File: config.mk
export PLATFORM = sky130hd
export DESIGN_NAME = v4_pulse_gen
export DESIGN_NICKNAME = d
export VERILOG_FILES = /design/src/rtl/v4_pulse_gen.sv
export SDC_FILE = /design/constraint.sdc
export NUM_CORES = 1
export LEC_CHECK = 0
export BUFFER_PORTS_ARGS = -buffer_cell sky130_fd_sc_hd__buf_2
export CORE_UTILIZATION = 35
export DETAILED_ROUTE_END_ITERATION = 12
export SLEW_MARGIN = 40
export SYNTH_ARGS = -nofsm -noshare
export SYNTH_HDL_FRONTEND = slang
export SYNTH_SLANG_ARGS = --single-unit
File: constraint.sdc
create_clock -name clk -period 6.6 [get_ports clk]
set_input_delay 1.32 -clock clk [delete_from_list [all_inputs] [get_ports clk]]
set_output_delay 1.32 -clock clk [all_outputs]
set_load 0.01 [all_outputs]
File: src/rtl/v4_pulse_gen.sv
// Synthetic detector-pulse source for the v4 shaping filter.
// Linear rise, exponential decay tail, deterministic pile-up and drop.
module v4_pulse_gen #(
  parameter int SIZE_ADC_DATA = 12,
  parameter int BASELINE      = 100,
  parameter int RISE_SHIFT    = 2,
  parameter int DECAY_SHIFT   = 4,
  parameter int FRAC_BITS     = 8
) (
  input  logic                     clk,
  input  logic                     reset,
  input  logic                     enable,
  input  logic                     trig,
  input  logic [SIZE_ADC_DATA-1:0] amp,
  output logic [SIZE_ADC_DATA-1:0] adc_data,
  output logic                     busy,
  output logic                     pulse_start,
  output logic                     sat,
  output logic [7:0]               drop_cnt,
  output logic [7:0]               pile_cnt
);

  localparam int W    = SIZE_ADC_DATA;
  localparam int ACCW = W + FRAC_BITS + 2;
  localparam int CW   = RISE_SHIFT + 1;
  localparam logic [CW-1:0] RISE_LEN = CW'(2**RISE_SHIFT);
  localparam logic [W+2:0]  MAXC     = (W+3)'((2**W) - 1);
  localparam logic [W+2:0]  BASE     = (W+3)'(BASELINE);

  typedef enum logic [1:0] {IDLE, RISE, DECAY} state_t;

  state_t state, state_n;

  logic [ACCW-1:0] acc, acc_n, step, step_n;
  logic [ACCW-1:0] step_new, acc_add, acc_dec;
  logic [ACCW:0]   add_w;
  logic [CW-1:0]   cnt, cnt_n, cnt_inc;
  logic [7:0]      drop_n, pile_n;
  logic            ps_n, fire, dec_zero;
  logic [W+2:0]    lvl;
  logic            clip;
  logic [W-1:0]    adc_n;

  assign fire     = trig & enable;
  assign step_new = ACCW'(amp) << (FRAC_BITS - RISE_SHIFT);
  assign add_w    = {1'b0, acc} + {1'b0, step};
  assign acc_add  = add_w[ACCW] ? '1 : add_w[ACCW-1:0];
  assign acc_dec  = acc - (acc >> DECAY_SHIFT);
  assign dec_zero = (acc_dec[ACCW-1:FRAC_BITS] == '0);
  assign cnt_inc  = cnt + 1'b1;
  assign busy     = (state != IDLE);

  always_ff @(posedge clk or posedge reset) begin
    if (reset) state <= IDLE;
    else       state <= state_n;
  end

  always_comb begin
    state_n = state;
    unique case (state)
      IDLE:    if (fire) state_n = RISE;
      RISE:    if (cnt_inc == RISE_LEN) state_n = DECAY;
      DECAY: begin
        if (fire)          state_n = RISE;
        else if (dec_zero) state_n = IDLE;
      end
      default: state_n = IDLE;
    endcase
  end

  always_comb begin
    acc_n  = acc;
    step_n = step;
    cnt_n  = cnt;
    ps_n   = 1'b0;
    drop_n = drop_cnt;
    pile_n = pile_cnt;
    unique case (state)
      IDLE: begin
        acc_n = '0;
        if (fire) begin
          step_n = step_new;
          cnt_n  = '0;
          ps_n   = 1'b1;
        end
      end
      RISE: begin
        acc_n = acc_add;
        cnt_n = cnt_inc;
        if (fire && drop_cnt != 8'hff) drop_n = drop_cnt + 8'd1;
      end
      DECAY: begin
        // a pile-up skips this edge's decay and restacks on the residual
        if (fire) begin
          step_n = step_new;
          cnt_n  = '0;
          ps_n   = 1'b1;
          if (pile_cnt != 8'hff) pile_n = pile_cnt + 8'd1;
        end else begin
          acc_n = dec_zero ? '0 : acc_dec;
        end
      end
      default: acc_n = '0;
    endcase
  end

  assign lvl   = BASE + {1'b0, acc_n[ACCW-1:FRAC_BITS]};
  assign clip  = (lvl > MAXC);
  assign adc_n = clip ? '1 : lvl[W-1:0];

  always_ff @(posedge clk or posedge reset) begin
    if (reset) begin
      acc         <= '0;
      step        <= '0;
      cnt         <= '0;
      adc_data    <= W'(BASELINE);
      sat         <= 1'b0;
      pulse_start <= 1'b0;
      drop_cnt    <= 8'd0;
      pile_cnt    <= 8'd0;
    end else begin
      acc         <= acc_n;
      step        <= step_n;
      cnt         <= cnt_n;
      adc_data    <= adc_n;
      sat         <= clip;
      pulse_start <= ps_n;
      drop_cnt    <= drop_n;
      pile_cnt    <= pile_n;
    end
  end

endmodule
==> results.sh <==
export IMPL_numCtsBuffers=9
export IMPL_die_x_um=126.4
export IMPL_post_route_min_period_ns=4.791
export IMPL_die_area_mm2=0.01598
export IMPL_clk_pin_slew_worst_paths_ns=0.06
export IMPL_tightestPinTransition_ns=0.8649
export IMPL_holdPathStages=1
export IMPL_cp_data_arrival_time_ns=5.04
export IMPL_dp_final_hpwl_um=11840
export IMPL_syn_num_nets=688
export IMPL_rsz0062_at_grt="false"
export IMPL_finalClockSkew_ns=0.008752
export IMPL_clock_latency_ns=0.34
export IMPL_ys_warn_count=0
export IMPL_grt_pass1_vias=4852
export IMPL_dr_wl_met2_um=6764
export IMPL_fin_util=0.4050
export IMPL_switching_power_mw=1.467
export IMPL_synthDistinctLibCells=65
export IMPL_finalHoldViolCount=0
export IMPL_gp_congestion=0.9076
export IMPL_vias=4930
export IMPL_clockBufferDepth=2
export IMPL_crit_chain="ha_1, fa_1, nor2b_1, o2111ai_1, a21o_1, a211oi_1, a222oi_1, nand2_1, and2_1, inv_1, ha_1, nor4_2, nand2_1, or4_1, or4_1, o31ai_2"
export IMPL_fmax_ghz=0.2087
export IMPL_numPortBuffers=46
export IMPL_drtAntennaViolNets=0
export IMPL_drt_wl_total_um=15340
export IMPL_cp_data_required_time_ns=6.85
export IMPL_syn_inst=630
export IMPL_nets=724
export IMPL_cts_sinks=69
export IMPL_drive_above_1_share=0.1490
export IMPL_grt_overflow_total=0
export IMPL_post_cts_resized=0
export IMPL_hold_path_end="drop_cnt[6]$_DFFE_PP0P_"
export IMPL_die_h_um=126.4
export IMPL_synth_seq_cells=69
export IMPL_status="finished, final reports clean"
export IMPL_drc_errors=0
export IMPL_synth_edff_count=0
export IMPL_grt_usage=0.1974
export IMPL_cts_max_level=3
export IMPL_maxSlewViolCount=0
export IMPL_synth_area_mm2=0.005416
export IMPL_synthFlopType="dfrtp_1"
export IMPL_ys_seq_area_frac=0.3195
export IMPL_pin_count=47
export IMPL_combPwrFrac=0.623
export IMPL_dr_pass1_iters=7
export IMPL_core_area_mm2=0.01515
export IMPL_min_path_type="reg2reg"
export IMPL_r2r_end="sat$_DFF_PP0_"
export IMPL_holdWs_ns=0.4953
export IMPL_r2r_worst_path_cells=16
export IMPL_antenna_found_initial=0
export IMPL_p_int_mw=1.615
export IMPL_rrSetupSlack_ns=1.81
export IMPL_grt_max_degree=70
export IMPL_hold_buffers=0
export IMPL_timing_final_crit_share=0.7259
export IMPL_fill_cells=1496
export IMPL_cpPeakStageDelay_ns=0.52
export IMPL_ir_worst_vdd_mv=0.1966
export IMPL_drt_iter0_drc=360
export IMPL_clkPwrFrac=0.162
export IMPL_grt_pass1_wl_um=24790
export IMPL_total_leakage_power_nw=2.871
export IMPL_synth_async_reset_ratio=1.000
export IMPL_routed_wl_met3_um=860
export IMPL_routedWlPerCell_um=17.85
export IMPL_power_mw=3.082
export IMPL_vias_per_cell=5.739
export IMPL_start_kind="flop"
export IMPL_initial_core_util=0.3576
export IMPL_antennaDiodeCount=0
export IMPL_cp_slowest_cell="a211oi_1"
export IMPL_postCtsSetupBuffers=0
export IMPL_p_sw_frac=0.4759
export IMPL_maxCapViolCount=0
export IMPL_rr_startpoint="acc[4]$_DFFE_PP0P_"
export IMPL_slew_limit_headroom=0.4234
export IMPL_endpoint_kind="flop"
export IMPL_wl_met1_um=7167
export IMPL_seq_power_share=0.215
export IMPL_power_per_cell_area_mw_per_mm2=502.5
export IMPL_syn_to_final_growth_pct=13.24
export IMPL_critical_path_class="reg2reg"
export IMPL_root_buffer="clkbuf_16"
export IMPL_cts_tree="done"
export IMPL_setup_viol=0
export IMPL_highest_layer="met4"
export IMPL_setup_tns_ns=0
export IMPL_avgSynthCellArea_um2=8.598
export IMPL_min_delay_start="drop_cnt[6]$_DFFE_PP0P_"
export IMPL_worstPathMaxFanout=6
export IMPL_row_count=45
-- power by group through the flow --
stage | sequential [mW] | combinational, mW | clock [mW]
after floorplan | 0.647 | 1.42 | 0
after global placement | 0.663 | 1.87 | 0
after detailed placement | 0.669 | 1.89 | 0
after CTS | 0.662 | 1.90 | 0.506
after global routing | 0.679 | 2.12 | 0.520
final | 0.664 | 1.92 | 0.498
-- layout by cell type, fill, tap and decap left out, drive strengths merged, types with 9 or more instances in the layout --
cell and count:
nand2 72, dfrtp 66, buf 50, ha 40, o21ai 40, a21oi 39, nor2 39, inv 33
xnor2 25, nand4 21, xor2 17, and2 15, nand3 15, mux2 15, nand2b 14, a21o 12
a211oi 12, o21a 12, clkbuf 11, nor3 10, and3 9
-- worst max-delay path by stage --
| stage | from | to | slack, ns | cells past startpoint |
|---|---|---|---|---|
| finish | acc[4]$_DFFE_PP0P_ | sat$_DFF_PP0_ | 1.81 | 16 |
| global route | acc[6]$_DFFE_PP0N_ | adc_data[8]$_DFF_PP0_ | 1.31 | 16 |
| CTS | acc[6]$_DFFE_PP0N_ | sat$_DFF_PP0_ | 1.82 | 16 |
| detailed placement | trig | sat$_DFF_PP0_ | 1.75 | 11 |
| global placement | trig | adc_data[5]$_DFF_PP1_ | 1.91 | 11 |
| floorplan | trig | sat$_DFF_PP0_ | 2.39 | 12 |
-- Yosys cell counts (17+ instances only) --
master | n | area [um^2]
a21oi_1 | 39 | 195.2
xnor2_1 | 25 | 219.0
dfrtp_1 | 66 | 1652
o21ai_0 | 39 | 195.2
inv_1 | 32 | 120.1
nor2_1 | 39 | 146.4
nand2_1 | 72 | 270.3
clkbuf_1 | 20 | 75.07
ha_1 | 40 | 500.5
nand4_1 | 21 | 131.4
xor2_1 | 17 | 148.9
-- worst max-delay path, delay by kind of cell (launching register included) --
| family | cells | cell delay, ns |
|---|---|---|
| AND/OR/NAND/NOR | 7 | 1.81 |
| AO/OA/AOI/OAI | 5 | 1.48 |
| adder cells (fa/ha/maj) | 3 | 0.92 |
| flip-flops | 1 | 0.41 |
| buffers and inverters | 1 | 0.06 |
-- layer usage --
| layer | GRT usage | vias to the layer above |
|---|---|---|
| met5 | 0 | - |
| met4 | 0.09851 | 0 |
| met3 | 0.03374 | 41 |
| met2 | 0.3110 | 156 |
| met1 | 0.2617 | 2361 |
| li1 | - | 2372 |
-- cells by family (layout without fill, tap and decap cells) --
family,after synthesis,after routing,synth area share
flip-flops,69,69,0.3195
buffers and inverters,57,98,0.04066
XOR/XNOR,42,42,0.06791
adder cells (fa/ha/maj),42,42,0.09979
multiplexers,21,21,0.04227
AO/OA/AOI/OAI,175,175,0.2199
AND/OR/NAND/NOR,224,224,0.2100
-- state kept, by name, summed over array words and instances, names as in the netlist --
name         cells
acc             22
adc_data        12
cnt              3
drop_cnt         8
pile_cnt         8
pulse_start      1
sat              1
state            2
step            12
-- stage by stage --
| stage | cells | setup WS (ns) | cell area (um^2) |
|---|---|---|---|
| floorplan | 630 | 2.392 | 5416 |
| global placement | 843 | 1.908 | 5812 |
| detailed placement | 843 | 1.749 | 5818 |
| CTS | 859 | 1.822 | 6128 |
| global route | 859 | 1.308 | 6133 |
| finish | 859 | 1.809 | 6133 |
-- cell type report --
cell class,count,area (um^2),area share
multi-input cells,504,3473,0.5663
flip-flops and latches,69,1730,0.2821
repair buffers,50,264.0,0.04304
clock buffers,11,252.7,0.04121
well taps,188,235.2,0.03835
inverters,32,120.1,0.01958
clock inverters,5,57.56,0.009384
(Power assumes the default switching activity.)
